[src/rtl/memory_stage.sv]
// memory_stage: LW/SW access stage with ready handshake, timeout abort and registered write-back
module memory_stage #(
  parameter int DATA_W  = 16,
  parameter int TIMEOUT = 255
) (
  input  logic              clk,
  input  logic              rst_n,
  input  logic              in_valid,
  input  logic [DATA_W-1:0] aluResult,
  input  logic [DATA_W-1:0] writeData,
  input  logic              MemRead,
  input  logic              MemWrite,
  input  logic              RegWrite,
  output logic              stall,
  output logic              mem_en,
  output logic              mem_wr,
  output logic [DATA_W-1:0] mem_addr,
  output logic [DATA_W-1:0] mem_wdata,
  input  logic [DATA_W-1:0] mem_rdata,
  input  logic              mem_ready,
  output logic              wb_valid,
  output logic              wb_we,
  output logic [DATA_W-1:0] wb_data,
  output logic              err
);
  typedef enum logic [1:0] {IDLE, WAIT, DONE} state_t;
  localparam logic [7:0] LAST = 8'(TIMEOUT - 1);
  state_t state;
  logic [7:0] cnt;
  logic mem_op;
  assign mem_op = MemRead | MemWrite;
  // upstream must hold a memory instruction until DONE frees the stage
  assign stall = (state == IDLE && in_valid && mem_op) || state == WAIT;
  always_ff @(posedge clk or negedge rst_n) begin
    if (!rst_n) begin
      state     <= IDLE;
      cnt       <= '0;
      mem_en    <= 1'b0;
      mem_wr    <= 1'b0;
      mem_addr  <= '0;
      mem_wdata <= '0;
      wb_valid  <= 1'b0;
      wb_we     <= 1'b0;
      wb_data   <= '0;
      err       <= 1'b0;
    end else begin
      wb_valid <= 1'b0;
      wb_we    <= 1'b0;
      err      <= 1'b0;
      case (state)
        IDLE: if (in_valid) begin
          if (!mem_op) begin
            wb_valid <= 1'b1;
            wb_we    <= RegWrite;
            wb_data  <= aluResult;
          end else if (aluResult[0]) begin
            state    <= DONE;
            wb_valid <= 1'b1;
            wb_we    <= !MemWrite;
            wb_data  <= '0;
            err      <= 1'b1;
          end else begin
            state     <= WAIT;
            mem_en    <= 1'b1;
            mem_wr    <= MemWrite;
            mem_addr  <= aluResult;
            mem_wdata <= writeData;
          end
        end
        WAIT: if (mem_ready || cnt == LAST) begin
          state    <= DONE;
          mem_en   <= 1'b0;
          cnt      <= '0;
          wb_valid <= 1'b1;
          wb_we    <= !mem_wr;
          wb_data  <= (mem_ready && !mem_wr) ? mem_rdata : '0;
          err      <= !mem_ready;
        end else begin
          cnt <= cnt + 8'd1;
        end
        default: begin
          state <= IDLE;
          cnt   <= '0;
        end
      endcase
    end
  end
endmodule

[config.mk]
export PLATFORM = sky130hd
export DESIGN_NAME = memory_stage
export DESIGN_NICKNAME = d
export VERILOG_FILES = /design/src/rtl/memory_stage.sv
export SDC_FILE = /design/constraint.sdc
export NUM_CORES = 1
export LEC_CHECK = 0
export CAP_MARGIN = 20
export CORE_MARGIN = 2
export CORE_UTILIZATION = 45
export CTS_BUF_LIST = sky130_fd_sc_hd__clkbuf_4
export CTS_CLUSTER_DIAMETER = 100
export DETAILED_ROUTE_END_ITERATION = 10
export PLACE_DENSITY = 0.8
export SLEW_MARGIN = 10
export SYNTH_ARGS = -nofsm -noshare
export SYNTH_HDL_FRONTEND = slang
export SYNTH_SLANG_ARGS = --single-unit
[constraint.sdc]
create_clock -name clk -period 2.2 [get_ports clk]
set_clock_uncertainty 0.15 [all_clocks]
set_input_delay 0.66 -clock clk [delete_from_list [all_inputs] [get_ports clk]]
set_output_delay 0.66 -clock clk [all_outputs]
set_load 0.005 [all_outputs]
==> reports/metrics.cfg <==
[outcome]
status = completed

[critical_path]
endpoint_kind = output pin
crit_path_cell_trace = dlygate4sd2_1 > nor2_2 > nand3b_1 > nand2_1 > buf_2
cp-start-kind = input port
crit_path_top_delay_cell = dlygate4sd2_1
path_max_fanout = 2
worstSetupPathType = in -> out
worst_path_largest_cell_delay_ns = 0.26
cp_data_required_time_ns = 1.39
arrival_ns = 1.33

[timing]
final_hold_viol_count = 0
rsz0062_at_grt = false
fin_crit_ns = 2.14
max_clock_freq_mhz = 466
finalSetupViolCount = 0
worst_pin_slew_ns = 0.791
max-slew-margin-rel_pct = 47.2
maxSlewViolCount = 0
holdWs_ns = 0.113
period_share_pct = 97.4

[route]
num_vias = 2155
vias_per_cell = 5.28
firstDrtPassIters = 4
wl_per_cell_um = 16.5
post-route-drc-count = 0
drtIter0Drc = 98
drtAntennaViolNets = 0
wl_mm = 6.72

[pwr]
p_per_area_nw_per_um2 = 890
power_leakage_uw = 0.00179
peakVddDrop_v = 0.000623

[floorplan]
placementRows = 28
die_area_um2 = 6900
start_util_pct = 47.0
core_um2 = 5990
die_w_um = 83.1
io_pins = 109
die_height_um = 83.1

[hold_path]
hold_class = in -> async

[clock_tree]
cts_max_level = 3
cts_hold_buffers = 0
clk-insertion-delay-late_ns = 0.39
clk_pin_slew_worst_paths_ns = 0.09
cts.sinks = 62
cts_tree = built
numCtsBuffers = 9
cts_root_buf = clkbuf_4
clockBufferDepth = 2

[synthesis]
syn-num-nets = 258
synth_edf_count = 0
yosys.area.top_type = dfrtp_1
synth_top_area_share_pct = 55.2
synth.avg_cell_area_um2 = 14.0
ys_seq_elements = 62
synth_seq_area_share_pct = 55.2
synth_cells = 201
ys.flop_type = dfrtp_1
async_reset_ff_share_pct = 100
synth_area_leaders = dfrtp_1 (55%), mux2_2 (14%), mux2_4 (5.3%), a22o_1 (3.4%), a22o_2 (2.1%)
synthDistinctLibCells = 43
yosysWarnings = 0
syn_area_um2 = 2810

[finish]
area_growth_pct = 49.3
mostFrequentLayoutCell = clkdlybuf4s50_1
final_cell_mix = clkdlybuf4s50_1 (101), dfrtp_1 (62), mux2_2 (34)
nNetsFinal = 385
drive_gt1_share_pct = 29.4
antenna_cells = 0
layoutNonFillerInstCount = 408
fillers = 434

[placement]
post-place-cells = 387
io_buffers = 107
dp_hpwl_mm = 4.83
gp_congestion = 0.871

[grt]
antenna_found_initial = 0
first_global_vias = 2254
overflow = 0
grt_start_max_net_pins = 63
grt_pass1_wl_mm = 11.2
grt_usage_pct = 20.5

[run]
drv_cap = 0

state kept, by name, summed over array words and instances (netlist names):
| name | cells |
|---|---|
| mem_wdata | 16 |
| wb_data | 16 |
| mem_addr | 15 |
| cnt | 8 |
| state | 2 |
| err | 1 |
| mem_en | 1 |
| mem_wr | 1 |
| wb_valid | 1 |
| wb_we | 1 |
final timing paths:
path	endpoint	slack [ns]	start	cells after the start
max in group asynchronous	err	1.52	rst_n	2
worst max-delay path	stall	0.06	MemRead	5
worst max register to register	mem_wdata[7]	0.15	state[0]	8
min in group clk	mem_wdata[10]	0.34	mem_wdata[10]	1
worst min-delay path	mem_wdata[2]	0.11	rst_n	2
worst min register to register	mem_wdata[10]	0.34	mem_wdata[10]	1
layer usage:
metal / routed length [um] / GRT usage [%]
met5: 0 / 0
met4: 176 / 9.54
met3: 305 / 4.47
met2: 3350 / 33.8
met1: 2890 / 25.8
timing repair:
item	in CTS	in global routing
setup buffers	4	1
gates resized for setup	9	2
setup endpoints to repair	17	1
pin swaps	2	1
synth_stat cells, types with 4 or more instances:
library cell and number:
mux2_4 10, o21ai_0 6, nand2_1 11, mux2_2 34, nor2_1 4, a31oi_1 4
dfrtp_1 62, a22o_1 11, buf_4 6, a22o_2 6, mux2_1 4
report_power, final:
part	total [uW]	switching, uW	leakage [uW]	internal (uW)
Clock	734	389	0.0000666	345
Combinational	1370	425	0.000945	947
Sequential	1630	179	0.000781	1450
Total	3740	993	0.00179	2740
metrics by stage:
stage	power [uW]	setup WS, ns	setup TNS, ns	area, um2	util (%)
global route	3960	0.0151	0	4200	70.1
finish	3740	0.0564	0	4200	70.1
CTS	3780	0.0296	0	4190	69.9
detailed placement	3030	-0.571	-18.12	4030	67.3
floorplan	2140	0.217	0	2810	-
global placement	2990	-0.542	-16.02	4030	67.3
critical path: cells and delay by family:
family	cells	cell delay, ns
simple gates	3	0.29
buf+inv	2	0.39
layout make-up:
type	count	area [um2]	area share [%]
sequential	62	1550	36.9
multi-input combinational	125	1160	27.6
inverter	3	11.3	0.268
tap	75	93.8	2.23
clock buffer	10	75.1	1.79
clock inverter	6	52.6	1.25
timing repair buffer	127	1260	29.9
kinds of logic after synthesis:
kind of cell	share of synthesized area (%)
adder cells (fa/ha/maj)	0.890
XOR/XNOR	0.311
other	0.133
buffers and inverters	4.18
AND/OR/NAND/NOR	6.81
flip-flops	55.2
multiplexers	20.9
AO/OA/AOI/OAI	11.6
Power figures use the tool's default switching activity.
